===== src/rtl/sram_host_sequencer.sv =====
// Host-side command sequencer for the 16x16 SRAM/IMC controller: buffers
// read/write/IMC commands, drives the controller pins one command at a time, returns responses.
module sram_host_sequencer #(
  parameter int DEPTH   = 4,
  parameter int TIMEOUT = 32
) (
  input  logic        clk,
  input  logic        reset_n,
  input  logic        cmd_valid,
  output logic        cmd_ready,
  input  logic [1:0]  cmd_op,
  input  logic [3:0]  cmd_addr,
  input  logic [15:0] cmd_data,
  output logic        rsp_valid,
  input  logic        rsp_ready,
  output logic [1:0]  rsp_op,
  output logic [15:0] rsp_data,
  output logic        rsp_err,
  output logic        rw,
  output logic        imc_en,
  output logic        mem_en,
  output logic        en_dec,
  output logic [3:0]  address_input,
  output logic [15:0] IB_out,
  output logic [15:0] din,
  input  logic        halt,
  input  logic        busy_signal_output,
  input  logic        data_ready_signal_output,
  input  logic        writing_finished_signal_output,
  input  logic        SAEN,
  input  logic [15:0] sa_data
);
  localparam int AW   = $clog2(DEPTH);
  localparam int CNTW = AW + 1;
  localparam int CW   = $clog2(TIMEOUT) + 1;

  typedef enum logic [2:0] {IDLE, ISSUE, WAIT, CAPTURE, RESP, DRAIN} state_t;

  state_t            state, state_d;
  logic [21:0]       fifo_mem [DEPTH];
  logic [21:0]       head;
  logic [AW-1:0]     wr_ptr, rd_ptr;
  logic [CNTW-1:0]   count, count_d;
  logic              push, pop, done;
  logic [1:0]        wop, wop_d;
  logic [3:0]        waddr, waddr_d;
  logic [15:0]       wdata, wdata_d;
  logic [CW-1:0]     cnt, cnt_d;
  logic              rw_d, imc_en_d, mem_en_d, en_dec_d;
  logic [3:0]        addr_d;
  logic [15:0]       ib_d, din_d;
  logic              rsp_valid_d, rsp_err_d;
  logic [1:0]        rsp_op_d;
  logic [15:0]       rsp_data_d;

  assign push = cmd_valid && cmd_ready;
  assign head = fifo_mem[rd_ptr];
  assign done = ((wop == 2'b00) && data_ready_signal_output) ||
                ((wop == 2'b01) && writing_finished_signal_output) ||
                ((wop == 2'b10) && SAEN && imc_en);

  always_comb begin
    count_d = count;
    if (push && !pop)      count_d = count + CNTW'(1);
    else if (!push && pop) count_d = count - CNTW'(1);
  end

  always_ff @(posedge clk) begin
    if (push) fifo_mem[wr_ptr] <= {cmd_op, cmd_addr, cmd_data};
  end

  always_comb begin
    state_d     = state;
    pop         = 1'b0;
    wop_d       = wop;
    waddr_d     = waddr;
    wdata_d     = wdata;
    cnt_d       = cnt;
    rw_d        = rw;
    imc_en_d    = imc_en;
    mem_en_d    = mem_en;
    en_dec_d    = en_dec;
    addr_d      = address_input;
    ib_d        = IB_out;
    din_d       = din;
    rsp_valid_d = rsp_valid;
    rsp_op_d    = rsp_op;
    rsp_data_d  = rsp_data;
    rsp_err_d   = rsp_err;
    case (state)
      IDLE: begin
        if ((count != '0) && !halt) begin
          pop = 1'b1;
          {wop_d, waddr_d, wdata_d} = head;
          // Illegal op never touches the controller pins
          if (head[21:20] == 2'b11) begin
            state_d     = RESP;
            rsp_valid_d = 1'b1;
            rsp_op_d    = 2'b11;
            rsp_data_d  = '0;
            rsp_err_d   = 1'b1;
          end else begin
            state_d = ISSUE;
          end
        end
      end
      ISSUE: begin
        addr_d  = waddr;
        din_d   = wdata;
        ib_d    = wdata;
        cnt_d   = '0;
        state_d = WAIT;
        case (wop)
          2'b00:   begin rw_d = 1'b1; mem_en_d = 1'b1; en_dec_d = 1'b1; end
          2'b01:   begin rw_d = 1'b0; mem_en_d = 1'b1; en_dec_d = 1'b1; end
          default: begin imc_en_d = 1'b1; end
        endcase
      end
      WAIT: begin
        if (done) begin
          state_d = CAPTURE;
        end else if (cnt == CW'(TIMEOUT - 1)) begin
          state_d     = RESP;
          rw_d        = 1'b1;
          imc_en_d    = 1'b0;
          mem_en_d    = 1'b0;
          en_dec_d    = 1'b0;
          rsp_valid_d = 1'b1;
          rsp_op_d    = wop;
          rsp_data_d  = '0;
          rsp_err_d   = 1'b1;
        end else begin
          cnt_d = cnt + CW'(1);
        end
      end
      CAPTURE: begin
        rw_d        = 1'b1;
        imc_en_d    = 1'b0;
        mem_en_d    = 1'b0;
        en_dec_d    = 1'b0;
        rsp_valid_d = 1'b1;
        rsp_op_d    = wop;
        rsp_data_d  = (wop == 2'b01) ? 16'h0000 : sa_data;
        rsp_err_d   = 1'b0;
        state_d     = RESP;
      end
      RESP: begin
        if (rsp_ready) begin
          rsp_valid_d = 1'b0;
          cnt_d       = '0;
          state_d     = DRAIN;
        end
      end
      DRAIN: begin
        // After IMC, halt is ignored once four drain cycles have elapsed
        if (!busy_signal_output && (!halt || ((wop == 2'b10) && (cnt == CW'(3))))) state_d = IDLE;
        if (cnt != CW'(3)) cnt_d = cnt + CW'(1);
      end
      default: state_d = IDLE;
    endcase
  end

  always_ff @(posedge clk) begin
    waddr <= waddr_d;
    wdata <= wdata_d;
  end

  always_ff @(posedge clk or negedge reset_n) begin
    if (!reset_n) begin
      wr_ptr        <= '0;
      rd_ptr        <= '0;
      count         <= '0;
      cmd_ready     <= 1'b0;
      state         <= IDLE;
      wop           <= 2'b00;
      cnt           <= '0;
      rw            <= 1'b1;
      imc_en        <= 1'b0;
      mem_en        <= 1'b0;
      en_dec        <= 1'b0;
      address_input <= '0;
      IB_out        <= '0;
      din           <= '0;
      rsp_valid     <= 1'b0;
      rsp_op        <= '0;
      rsp_data      <= '0;
      rsp_err       <= 1'b0;
    end else begin
      if (push) wr_ptr <= wr_ptr + AW'(1);
      if (pop)  rd_ptr <= rd_ptr + AW'(1);
      count         <= count_d;
      cmd_ready     <= (count_d != CNTW'(DEPTH));
      state         <= state_d;
      wop           <= wop_d;
      cnt           <= cnt_d;
      rw            <= rw_d;
      imc_en        <= imc_en_d;
      mem_en        <= mem_en_d;
      en_dec        <= en_dec_d;
      address_input <= addr_d;
      IB_out        <= ib_d;
      din           <= din_d;
      rsp_valid     <= rsp_valid_d;
      rsp_op        <= rsp_op_d;
      rsp_data      <= rsp_data_d;
      rsp_err       <= rsp_err_d;
    end
  end
endmodule


===== config.mk =====
export PLATFORM = sky130hd
export DESIGN_NAME = sram_host_sequencer
export DESIGN_NICKNAME = d
export VERILOG_FILES = /design/src/rtl/sram_host_sequencer.sv
export SDC_FILE = /design/constraint.sdc
export NUM_CORES = 1
export LEC_CHECK = 0
export CAP_MARGIN = 25
export CORE_UTILIZATION = 45
export DETAILED_ROUTE_END_ITERATION = 6
export PLACE_DENSITY = 0.69
export SYNTH_ARGS = -nofsm -noshare
export SYNTH_HDL_FRONTEND = slang
export SYNTH_SLANG_ARGS = --single-unit
export TNS_END_PERCENT = 5

===== constraint.sdc =====
create_clock -name clk -period 2.5 [get_ports clk]
set_clock_uncertainty 0.1 [all_clocks]
set_input_delay 0.5 -clock clk [delete_from_list [all_inputs] [get_ports clk]]
set_output_delay 0.5 -clock clk [all_outputs]
set_load 0.01 [all_outputs]

Word-level counts from Yosys, hierarchy flattened

Memories as Yosys holds them, arrays and structs flattened.
Index checks and enable logic that the tools add are counted.
Widths: inputs -> output; s select.

Flip-flop bits (word level): 82
Latch bits: 0
Memory bits (writable): 88
Bits in read-only memories: 0
Input bits: 47
Output and inout bits: 61
Word-level logic and storage cells: 125
Memories: 1

Memories:

| name     | depth | width | read ports | clocked after memory_dff | wr ports | RTL line | text |
|---|---|---|---|---|---|---|---|
| fifo_mem | 4     | 22    | 1          | 0                        | 1        | 40       | `logic [21:0] fifo_mem [DEPTH];` |

$add $sub $neg: 5
$mul: 0
Divide/modulo/power cells: 0
Magnitude comparators: 0
Eq/ne operators: 24
Shift operators: 0
Muxes and demuxes: 44
Bitwise logic cells: 0
Reduce and logical (&&, ||, !) cells: 33

Operators by type and width:

| cell                | count |
|---|---|
| $mux 16             | 5 |
| $pmux 16 s3         | 1 |
| $mux 3              | 8 |
| $mux 6              | 4 |
| $pmux 6 s4          | 1 |
| $ne 2x2->1 const B  | 10 |
| $pmux 3 s6          | 1 |
| $reduce_and 4->1    | 4 |
| $mux 1              | 13 |
| $pmux 1 s3          | 4 |
| $logic_and 1x1->1   | 10 |
| $reduce_and 5->1    | 2 |
| $ne 3x3->1 const B  | 3 |
| $reduce_bool 3->1   | 3 |
| $mux 2              | 4 |
| $reduce_bool 4->1   | 2 |
| $add 6x1->6 const B | 1 |
| $eq 3x2->1 const B  | 2 |
| $eq 3x3->1 const B  | 2 |
| $eq 6x2->1 const B  | 1 |
| $eq 6x5->1 const B  | 1 |
| $ne 6x2->1 const B  | 1 |
| $pmux 2 s3          | 1 |
| $reduce_and 6->1    | 1 |
| other kinds (14)    | 21 |

Longest topological paths before layout

Depth in word-level cells: 8
Mapped depth: 9
Gate-level depth less buffers: 8

Least setup slack after synthesis

No wires, ideal clock.

Path type: input port to flip-flop
Start point: in halt
End point: reg rsp_data[1]
Setup time: 0.121 ns
Arrival time: 1.836 ns
Required time: 2.279 ns
Setup slack: 0.443 ns
Stages: 7
Buffers on the path: 1
Path through: nor4_2 nand2_4 clkinv_4 o32a_4 nand2_4 buf_6 a22o_1

Longest elaborated chain between the ends: 4

Ends and longest elaborated chain:

| element                    | RTL line | text |
|---|---|---|
| from (decl)                | 26       | `input logic halt,` |
| $logic_not 1->1            | 92       | `if ((count != '0) && !halt) begin` |
| $logic_and 1x1->1          | 92       |  |
| $ne 2x2->1 (no line)       | -        |  |
| $reduce_and 5->1 (no line) | -        |  |
| to (signal assigned)       | 205      | `rsp_data <= rsp_data_d;` |
| to (decl)                  | 17       | `output logic [15:0] rsp_data,` |

No other way between the ends.
A chain may end at the register's enable or synchronous reset.

Worst setup path in the final report

Start point: in halt
End point: reg rsp_data[10]

The elaborated chain is that of the path after synthesis.

==> reports/results.tsv <==
stage	metric	value	unit
synthesis	sequential area share after synthesis	70.5	%
status	failing checks	DRC	
worst_setup_path	Critical Path Start Type	input pin	
sta	final count of negative-setup-slack endpoints	0	
clock_network	H-tree depth	4	
grt	total congestion overflow	0	
grt	number of global-route vias before repair	4037	
clock_network	TritonCTS buffer count	17	
worst_setup_path	CP dominant cell by count	nand2_4	
detailed_routing	post-route antenna net violation count	0	
die	std cell rows	44	
worst_setup_path	WP data required	2710	ps
die	I/O Pins	108	
layout	Finished Core Util	59.4	%
sta	final worst path period share	84.2	%
sta	RSZ-0062 raised after global routing	no	
layout	share of cells above drive strength 1	19.7	%
grt	first-pass GRT wire length	21400	um
layout	fin cells	707	
min_path	Hold Path Class	in2async	
grt	pin count of the biggest net entering global routing	63	
synthesis	adder-cell share of the synthesized area	1.47	%
synthesis	count of state elements after synthesis	170	
placement	hpwl dp	8380	um
worst_setup_path	worst reg2reg path depth	7	
status	status	complete, but fails checks	
power	Max VDD drop	0.000673	V
die	Die X	125	um
worst_setup_path	CP max FO	18	
layout	nets	565	
synthesis	largest family of logic cells by synthesized area	multiplexers	
clock_network	Bufs on Longest Clock Path	2	
synthesis	Syn Nets	455	
clock_network	CTS tree	done	
die	Die ar.	15600	um^2
worst_setup_path	max incr delay on CP	490	ps
die	Initial Util	46.4	%
clock_network	Resized cells post-CTS	0	
placement	Cells after DPL	675	
synthesis	Synth top area share	47.7	%
grt	initial antenna violation count	0	
sta	max_slew headroom	45.0	%
worst_setup_path	Worst R2R End	rsp_data[10]$_DFFE_PN0P_	
detailed_routing	vias per inst	5.40	
placement	gpl congestion	0.798	
worst_setup_path	CP arrival	2310	ps
clock_network	Post-CTS Hold Buffers	0	
detailed_routing	Detailed Route Iter0 Violations	278	
synthesis	Synth area leaders	edfxtp_1 (48%), dfrtp_1 (22%), mux4_2 (7.3%), mux2_2 (2.8%), buf_4 (2.1%)	
synthesis	syn_area_per_cell	17.0	um^2
synthesis	Compound-Gate Fraction of Synth Area	6.72	%
power	P_leak	3.25	nW
synthesis	post-synthesis mux area share	10.7	%
detailed_routing	post-DR wirelength/cell	18.6	um
worst_setup_path	crit-path cells	clkdlybuf4s50_1 -> nor4_2 -> nand2_4 -> clkinv_4 -> o32a_4 -> nand2_4 -> a22o_1	
placement	PortBufs	107	
synthesis	Cells after Synth	400	
detailed_routing	First-pass DRT Iterations	7	
power	pwr/cell area	1220	nW/um^2
clock_network	Clock Tree Root	clkbuf_16	
clock_network	Post CTS Setup Buffer Count	0	
grt	GRT Total Usage	18.2	%
synthesis	Simple-Gate Fraction of Synth Area	6.27	%
worst_setup_path	R2R Path Start	state[2]$_DFFE_PN0P_	
sta	Highest Clock Rate	475	MHz
clock_network	TritonCTS Sinks	170	
detailed_routing	total routed wirelength	13100	um
worst_setup_path	crit path max-delay cell type	nor4_2	
die	Core Footprint	14600	um^2
synthesis	XOR/XNOR Fraction of Synth Area	0.644	%
worst_setup_path	WS Path Type	in2reg	
detailed_routing	Residual DRC	22	
worst_setup_path	R2R Setup Slk	410	ps
synthesis	ys flop type	edfxtp_1	
detailed_routing	via count	3821	
synthesis	asr flop ratio synth	36.5	%
synthesis	leading area contributor after synthesis	edfxtp_1	
clock_network	Skew-Pair Late Insertion Delay	430	ps
die	Die Y	125	um
sta	Final min period	2110	ps
worst_setup_path	Crit. End Element	flip-flop	
sta	Hold Vio Cnt, Final	0	
synthesis	EDFF count, synth	108	
synthesis	Netlist cell types	56	
synthesis	Post-Syn Area	6800	um^2
layout	synth-to-layout area growth	27.8	%
clock_network	CTS clock-pin slew for the worst setup and hold paths	70	ps
layout	n_diodes	0	
sta	Slew Limit Fails	0	
job	maxcap violations	0	
synthesis	YS warnings	0	
sta	Worst-Margin Slew	825	ps
==> how the worst max path moves through the flow <==
stage,startpoint,to,slack [ps]
2_1_floorplan,halt,rsp_data[1]$_DFFE_PN0P_,440
3_3_place_gp,halt,rsp_data[1]$_DFFE_PN0P_,30
3_5_place_dp,halt,rsp_data[6]$_DFFE_PN0P_,-50
4_1_cts,rw$_DFFE_PN1P_,rw,390
5_1_grt,state[2]$_DFFE_PN0P_,rsp_data[2]$_DFFE_PN0P_,270
6_report,halt,rsp_data[10]$_DFFE_PN0P_,390
==> state kept, by name, summed over array words and instances (netlist names), 2 cells and up <==
name / flops
address_input: 4
cnt: 6
count: 3
din: 16
fifo_mem: 88
rd_ptr: 2
rsp_data: 16
rsp_op: 2
state: 3
waddr: 4
wdata: 16
wop: 2
wr_ptr: 2
==> routing by layer <==
| metal | global-route usage [%] | vias up | routed length [um] |
|---|---|---|---|
| met1 | 23.0 | 1947 | 5730 |
| li1 | - | 1747 | - |
| met4 | 6.38 | 0 | 142 |
| met2 | 29.7 | 112 | 6540 |
| met3 | 5.65 | 15 | 715 |
| met5 | 0 | - | 0 |
==> kinds of logic after synthesis <==
| group | count (synthesis) |
|---|---|
| flops | 170 |
| simple gates | 75 |
| compound gates | 58 |
| mux | 43 |
| buf+inv | 41 |
| fa+ha+maj | 8 |
| xor+xnor | 5 |
==> power breakdown <==
group / switching [mW] / internal, mW
Combinational: 1.56 / 1.88
Sequential: 0.502 / 3.91
Clock: 1.11 / 1.63
==> synthesized netlist by cell type (all sizes together) (2+ instances only) <==
cell type / instances
edfxtp: 108
dfrtp: 61
buf: 28
mux4: 22
nand2: 21
mux2: 20
a22o: 17
o21ai: 14
a21oi: 12
nand3: 12
inv: 10
nor2: 10
ha: 8
nand2b: 6
nor3: 5
and3: 4
nor2b: 4
xnor2: 4
o211ai: 3
a32o: 2
and2: 2
clkbuf: 2
nand4: 2
o22ai: 2
==> final cells by class <==
cell class | count | area [um^2]
Clock buffer | 18 | 439
Clock inverter | 14 | 183
Fill cell | 1115 | 5950
Inverter | 11 | 46.3
Multi-Input combinational cell | 189 | 1760
Sequential cell | 170 | 4800
Tap cell | 184 | 230
Timing Repair Buffer | 121 | 1240
==> cells in the final DEF (no fill, tap or decap), types with 3 or more instances in the layout <==
cell             instances
edfxtp_1               108
clkdlybuf4s50_1        106
dfrtp_1                 60
mux4_2                  22
nand2_1                 19
mux2_2                  17
clkbuf_16               17
a22o_1                  16
a21oi_1                 12
nand3_1                 12
inv_1                   10
buf_4                   10
nor2_1                   9
o21ai_0                  9
ha_1                     8
nand2b_1                 6
inv_6                    5
buf_12                   5
nor2b_1                  4
xnor2_1                  4
o21ai_1                  4
and3_1                   4
o211ai_1                 3
nor3_1                   3
mux2_1                   3
bufinv_16                3
==> critical path, delay by kind of cell <==
kind	cells	cell delay, ps
and+or+nand+nor	3	800
AOI/OAI and AO/OA	2	420
buffers and inverters	2	580
==> through the flow <==
| stage | setup WS (ps) | power, mW | cell area [um^2] | hold WS [ps] | setup TNS [ps] |
|---|---|---|---|---|---|
| floorplan | 443 | 6.49 | 6800 | 104 | 0 |
| global placement | 25.0 | 7.83 | 8070 | 348 | 0 |
| detailed placement | -49.6 | 7.94 | 8070 | 362 | -651 |
| CTS | 390 | 10.7 | 8690 | 88.9 | 0 |
| global route | 275 | 11.1 | 8690 | 134 | 0 |
| finish | 394 | 10.6 | 8690 | 52.1 | 0 |
Note: power is estimated with default switching activity, not from simulation.
